===== src/rtl/count_up_down_mod.sv =====
// Up/down counter with configurable width, modulus, step and wrap/saturate mode.
// Registered count plus wrap pulse and sticky overflow/underflow flags.
module count_up_down_mod #(
   parameter int WIDTH    = 8,
   parameter int MODULO   = 256,
   parameter int STEP_W   = 4,
   parameter bit SATURATE = 1'b0
) (
   input  logic              clk,
   input  logic              reset,
   input  logic              en,
   input  logic              up_down,
   input  logic [STEP_W-1:0] step,
   input  logic              load,
   input  logic [WIDTH-1:0]  load_val,
   input  logic              clr_flags,
   output logic [WIDTH-1:0]  out,
   output logic              wrap_pulse,
   output logic              ovf_sticky,
   output logic              udf_sticky,
   output logic              at_max,
   output logic              at_min
);

   generate
      if (MODULO < (2 ** STEP_W) || MODULO > (2 ** WIDTH)) begin : g_bad_modulo
         $error("count_up_down_mod: MODULO out of legal range");
      end
   endgenerate

   localparam int MAXV = MODULO - 1;
   localparam logic [WIDTH:0] MOD_W = MODULO[WIDTH:0];
   localparam logic [WIDTH:0] MAX_W = MAXV[WIDTH:0];

   logic [WIDTH-1:0] out_q, out_d;
   logic             wrap_q, wrap_d;
   logic             ovf_q, ovf_d;
   logic             udf_q, udf_d;

   logic [WIDTH:0] out_x;
   logic [WIDTH:0] step_x;
   logic [WIDTH:0] sum;
   logic [WIDTH:0] nxt;
   logic           ovf_ev;
   logic           udf_ev;

   assign out_x  = {1'b0, out_q};
   assign step_x = {{(WIDTH + 1 - STEP_W){1'b0}}, step};
   assign sum    = out_x + step_x;

   always_comb begin
      nxt    = out_x;
      ovf_ev = 1'b0;
      udf_ev = 1'b0;
      if (load) begin
         nxt = ({1'b0, load_val} < MOD_W) ? {1'b0, load_val} : MAX_W;
      end else if (en && step != '0) begin
         if (up_down) begin
            if (sum <= MAX_W) begin
               nxt = sum;
            end else begin
               ovf_ev = 1'b1;
               nxt    = SATURATE ? MAX_W : sum - MOD_W;
            end
         end else begin
            if (step_x <= out_x) begin
               nxt = out_x - step_x;
            end else begin
               udf_ev = 1'b1;
               nxt    = SATURATE ? '0 : out_x + MOD_W - step_x;
            end
         end
      end
   end

   // A boundary event in the same cycle as clr_flags keeps its flag set.
   always_comb begin
      out_d  = nxt[WIDTH-1:0];
      wrap_d = ovf_ev | udf_ev;
      ovf_d  = (ovf_q & ~clr_flags) | ovf_ev;
      udf_d  = (udf_q & ~clr_flags) | udf_ev;
   end

   always_ff @(posedge clk) begin
      if (reset) begin
         out_q  <= '0;
         wrap_q <= 1'b0;
         ovf_q  <= 1'b0;
         udf_q  <= 1'b0;
      end else begin
         out_q  <= out_d;
         wrap_q <= wrap_d;
         ovf_q  <= ovf_d;
         udf_q  <= udf_d;
      end
   end

   assign out        = out_q;
   assign wrap_pulse = wrap_q;
   assign ovf_sticky = ovf_q;
   assign udf_sticky = udf_q;
   assign at_max     = (out_x == MAX_W);
   assign at_min     = (out_q == '0);

endmodule


===== config.mk =====
export PLATFORM = sky130hd
export DESIGN_NAME = count_up_down_mod
export DESIGN_NICKNAME = d
export VERILOG_FILES = /design/src/rtl/count_up_down_mod.sv
export SDC_FILE = /design/constraint.sdc
export NUM_CORES = 1
export LEC_CHECK = 0
export CAP_MARGIN = 20
export CORE_ASPECT_RATIO = 0.7
export CORE_MARGIN = 1
export CORE_UTILIZATION = 30
export CTS_CLUSTER_DIAMETER = 120
export DETAILED_ROUTE_END_ITERATION = 16
export GPL_TIMING_DRIVEN = 0
export SLEW_MARGIN = 20
export SYNTH_ARGS = -nofsm -noshare
export SYNTH_HDL_FRONTEND = slang
export SYNTH_SLANG_ARGS = --single-unit

===== constraint.sdc =====
create_clock -name clk -period 4.3 [get_ports clk]
set_clock_uncertainty 0.15 [all_clocks]
set_input_delay 0.86 -clock clk [delete_from_list [all_inputs] [get_ports clk]]
set_output_delay 0.86 -clock clk [all_outputs]
set_load 0.005 [all_outputs]

# After elaboration in Yosys (flattened, before gate mapping)
# Index checks and enable logic that the tools add are counted.
totals:
  ff_bits: 11
  output_inout_bits: 13
classes:
  muxes: 13
  eq_ne: 1
  magnitude_cmp: 2
  reduce_logical: 4
  addsub: 5
  bitwise_logic: 6
ops:
  columns: ["op", "count"]
  rows:
  - ["8-bit two-way mux", 5]
  - ["8-bit by 4-bit subtractor with 8-bit output", 2]
  - ["8-bit by 4-bit adder with 9-bit output", 1]
  - ["9-bit by 8-bit less-or-equal comparator with 1-bit output (second input constant)", 1]
  - ["8-bit by 1-bit adder with 8-bit output (second input constant)", 1]
  - ["8-bit equality test (second input constant)", 1]
  - ["4-bit by 8-bit less-or-equal comparator with 1-bit output", 1]
  - ["8-bit zero test", 1]
  - ["1-bit two-way mux", 8]
  - ["8-bit by 1-bit subtractor with 8-bit output (second input constant)", 1]
  - ["4-bit nonzero test", 1]
  - ["1-bit OR", 3]
  - ["1-bit bitwise AND", 2]
  - ["2-bit nonzero test", 1]
  - ["1-bit logical AND", 1]
  - ["1-bit NOT", 1]

# Longest topological paths before layout
# Gate-level depths: netlist of the first run.
depth:
  word_depth: 7
  mapped_depth: 8
  mapped_depth_nobuf: 8

# Worst setup path after synthesis of the first run
# OpenSTA, ideal clock, no wires.
synth_timing:
  path_kind: "input to register"
  from: "in step[0]"
  to: "reg out_q[4] (netlist: out[4])"
  cell_stages: 7
  slack_ps: 1741
  t_required_ps: 4087
  n_path_buf: 0
  arrival_ps: 2346
  setup_time_ps: 63
  path_cell_list: "ha_1 -> fa_1 -> nor2b_1 -> o21ai_0 -> nor3b_1 -> or3b_2 -> nand3_1"
synth_via:
  elab_chain_cells: 6
  elab_cells_between_ends: 14
  classes_between: "4 x add/sub; 2 x order compare; 5 x mux; 3 x reduce/logical"
synth_rtl:
  columns: ["element", "line", "source"]
  rows:
  - ["start, declared", "13", "input logic [STEP_W-1:0] step,"]
  - ["8-bit by 4-bit adder with 9-bit output", "49", "assign sum = out_x + step_x;"]
  - ["8-bit by 1-bit subtractor with 8-bit output or 9-bit by 8-bit less-or-equal comparator with 1-bit output (tied branches)", "63, 59", null]
  - ["8-bit two-way mux", "59", "if (sum <= MAX_W) begin"]
  - ["8-bit two-way mux", "58", "if (up_down) begin"]
  - ["8-bit two-way mux", "57", "end else if (en && step != '0) begin"]
  - ["8-bit two-way mux", "55", "if (load) begin"]
  - ["end signal, assigned", "91", "out_q <= out_d;"]
  - ["end, declared", "35", "logic [WIDTH-1:0] out_q, out_d;"]
# Parallel ways exist; a longest one is shown, timed or not. The select of a mux whose other input is x is not followed.
# A chain may end at the register's enable or synchronous reset.

# Final worst setup path of the first run
layout_timing:
  from: "in step[1]"
  to: "reg out_q[5] (netlist: out[5])"
# The elaborated chain is that of the path after synthesis.

==> impl_metrics.sql, run 1 <==
INSERT INTO impl_metrics (metric_group, metric, value, unit) VALUES
('timing', 'setup_slack', '1.16', 'ns'),
('pwr', 'internal_power', '0.239', 'mW'),
('route', 'total_wirelength', '3010', 'um'),
('die', 'design.core.area', '3230', 'um^2'),
('critical_path', 'worst_ep_arrival_time', '3.11', 'ns'),
('die', 'area_of_the_die', '3710', 'um^2'),
('pwr', 'post-layout-total-power', '0.353', 'mW'),
('timing', 'fin_crit', '3.14', 'ns'),
('place', 'placement.io_buffers', '29', ''),
('min_path', 'min_to', 'ovf_sticky', ''),
('place', 'dp_slack', '0.899', 'ns'),
('synthesis', 'yosys_most_used_dff', 'dfxtp_1', ''),
('cts', 'cts_tree', 'done', ''),
('pwr', 'peakVddDrop', '0.123', 'mV'),
('global_route', 'grt_pass1_wl', '4950', 'um'),
('layout', 'finalCoreUtilization', '44.3', '%'),
('critical_path', 'worst_r2r_endpoint', 'out[4]', ''),
('route', 'drc', '0', ''),
('critical_path', 'path_class', 'input pin to flip-flop', ''),
('critical_path', 'r2r_setup_slack', '1.89', 'ns'),
('place', 'postPlaceCellArea', '1390', 'um^2'),
('critical_path', 'setup.worst_path.end_class', 'flip-flop', ''),
('die', 'dieWidth', '72.4', 'um'),
('timing', 'rsz0062_at_grt', 'false', ''),
('cts', 'ctsLongestPathBuffers', '2', ''),
('min_path', 'hp-start', 'ovf_sticky', ''),
('route', 'detailedRoute.firstIterationViolations', '58', ''),
('synthesis', 'ffs_w_async_s_r_synth', '0', '%'),
('cts', 'holdBufCountCts', '0', ''),
('cts', 'postcts_setup_bufs', '0', ''),
('synthesis', 'synth_enable_flop_cells', '0', ''),
('die', 'boundaryPins', '31', ''),
('pwr', 'power_frac_comb', '36.3', '%'),
('pwr', 'power.density_cell_area', '246', 'nW/um^2'),
('pwr', 'switching_share_of_total_power', '32.4', '%'),
('critical_path', 'startpoint_type', 'input pin', ''),
('cts', 'root_buffer', 'clkbuf_8', ''),
('timing', 'setup_viol', '0', ''),
('layout', 'post-route-cell-area', '1430', 'um^2'),
('place', 'finalWeightedCongestion', '0.832', ''),
('cts', 'clk_pin_slew_worst_paths', '0.05', 'ns'),
('critical_path', 'rr_startpoint', 'out[0]', ''),
('cts', 'cts_sinks', '11', ''),
('synthesis', 'synth_fp_nets', '160', ''),
('critical_path', 'reg2regPathDepth', '8', ''),
('timing', 'fmax', '318', 'MHz'),
('layout', 'net_count_of_the_finished_layout', '194', ''),
('layout', 'num-fill-cells', '334', ''),
('die', 'floorplan.initialDensity', '32.2', '%'),
('route', 'dr.pass1.iters', '4', ''),
('status', 'outcome', 'finished, final reports clean', ''),
('global_route', 'grt.total_usage', '17.5', '%'),
('synthesis', 'ys_warn_count', '0', ''),
('pwr', 'netSwitchingPower', '0.115', 'mW'),
('pwr', 'power.share.clock', '29.9', '%'),
('timing', 'holdWs', '0.330', 'ns'),
('layout', 'antenna_cells_inserted', '0', ''),
('critical_path', 'timing.critical_path.fanout_max', '6', ''),
('route', 'routed_via_density', '5.21', ''),
('route', 'post_drt_wl_per_cell', '14.2', 'um'),
('synthesis', 'ys_top_cells_by_count', '11 x dfxtp_1, 11 x nor2_1, 9 x a21oi_1, 9 x inv_1, 8 x ha_1', ''),
('synthesis', 'synthesis.instances', '132', ''),
('pwr', 'sequentialPowerShare', '33.8', '%'),
('synthesis', 'synth.yosys.seq_area_share', '21.2', '%'),
('timing', 'period_share', '73.0', '%'),
('die', 'placementRows', '17', ''),
('synthesis', 'avgSynthCellArea', '7.88', 'um^2'),
('synthesis', 'yosys_register_bits', '11', ''),
('place', 'post-place-cells', '208', ''),
('place', 'hpwl', '2390', 'um'),
('cts', 'cts_inserted_buffers', '3', '');
[state kept, by name, indices dropped and copies added, names as in the netlist]
signal	count
out	8
ovf_sticky	1
udf_sticky	1
wrap_pulse	1
[per-layer routing]
metal | global-route usage, % | up-vias | part of all wire (%)
met1 | 23.2 | 515 | 51
met5 | 0 | - | 0
met2 | 29.1 | 35 | 44
met4 | 2.29 | 0 | 0
met3 | 4.54 | 0 | 4.7
li1 | - | 555 | -
[layout by cell type, fill, tap and decap left out, types with 2 or more instances in the layout]
cell,synthesis,final
nand2b_1,4,4
or4_1,4,4
clkbuf_8,0,3
clkdlybuf4s50_1,0,29
inv_1,9,9
nand2_1,5,5
o21ai_0,7,7
nor2b_1,5,5
nor3_1,3,3
a31oi_1,2,2
ha_1,8,8
nor4_1,2,2
xnor2_1,2,2
a21oi_1,9,9
nand4_1,4,4
nor3b_1,2,2
nand3b_1,2,2
clkbuf_1,7,8
a311oi_1,3,3
fa_1,2,2
nand3_1,3,3
buf_2,2,2
nor2_1,11,11
dfxtp_1,11,11
a211oi_1,4,4
[power by group through the flow]
stage	Sequential (mW)	Combinational (mW)	Clock, mW
after floorplan	0.119	0.0725	0
after global placement	0.121	0.124	0
after detailed placement	0.122	0.127	0
after CTS	0.120	0.128	0.107
after global routing	0.121	0.142	0.110
final	0.119	0.128	0.106
[cell families (layout without fill, tap and decap cells)]
group / count (synthesis) / in the layout / synth area share [%]
xor gates and xnor gates: 3 / 3 / 2.53
AOI/OAI and AO/OA: 39 / 39 / 27.9
buffers and inverters: 18 / 51 / 6.74
DFF: 11 / 11 / 21.2
muxes: 1 / 1 / 0.963
adders and majority gates: 10 / 10 / 13.5
and+or+nand+nor: 50 / 50 / 27.2
[worst max-delay path: stages]
cell	delay [ns]
clkdlybuf4s50_1	0.69
inv_1	0.08
ha_1	0.32
nor2b_1	0.15
or2_1	0.22
a311oi_1	0.34
nor3_1	0.09
or3b_1	0.35
[cell type report]
type / count / area (um^2) / area share, %
buffer: 9 / 36.3 / 2.53
clock buffer: 4 / 45.0 / 3.14
inverter: 9 / 33.8 / 2.36
multi-input combinational: 103 / 749 / 52.3
sequential: 11 / 220 / 15.4
tap: 47 / 58.8 / 4.10
timing repair buffer: 29 / 290 / 20.2
[worst max path at each step]
stage	from	endpoint	slack (ns)	cells past startpoint
after global placement	step[1]	out[5]	0.96	8
after detailed placement	step[1]	out[5]	0.90	8
after CTS	step[1]	out[5]	1.15	8
after floorplan	step[0]	out[4]	1.74	7
after global routing	step[1]	out[5]	1.03	8
final	step[1]	out[5]	1.16	8
No activity file was read; power rests on OpenSTA's default activity.
==> inputs of run 2 (changes only) <==
Clock period 4.3 ns to 3.1 ns, I/O delays scaled along.
==> results of run 2 <==
Same layout as run 1 (identical final DEF). Status: finished, final reports clean.
Among the figures that moved: setup slack after placement 0.899 ns -> -0.0614 ns; setup slack after layout 1.16 ns -> 0.199 ns; register-to-register setup slack 1.89 ns -> 0.69 ns; total power 0.353 mW -> 0.490 mW; worst IR drop on VDD 0.123 mV -> 0.171 mV
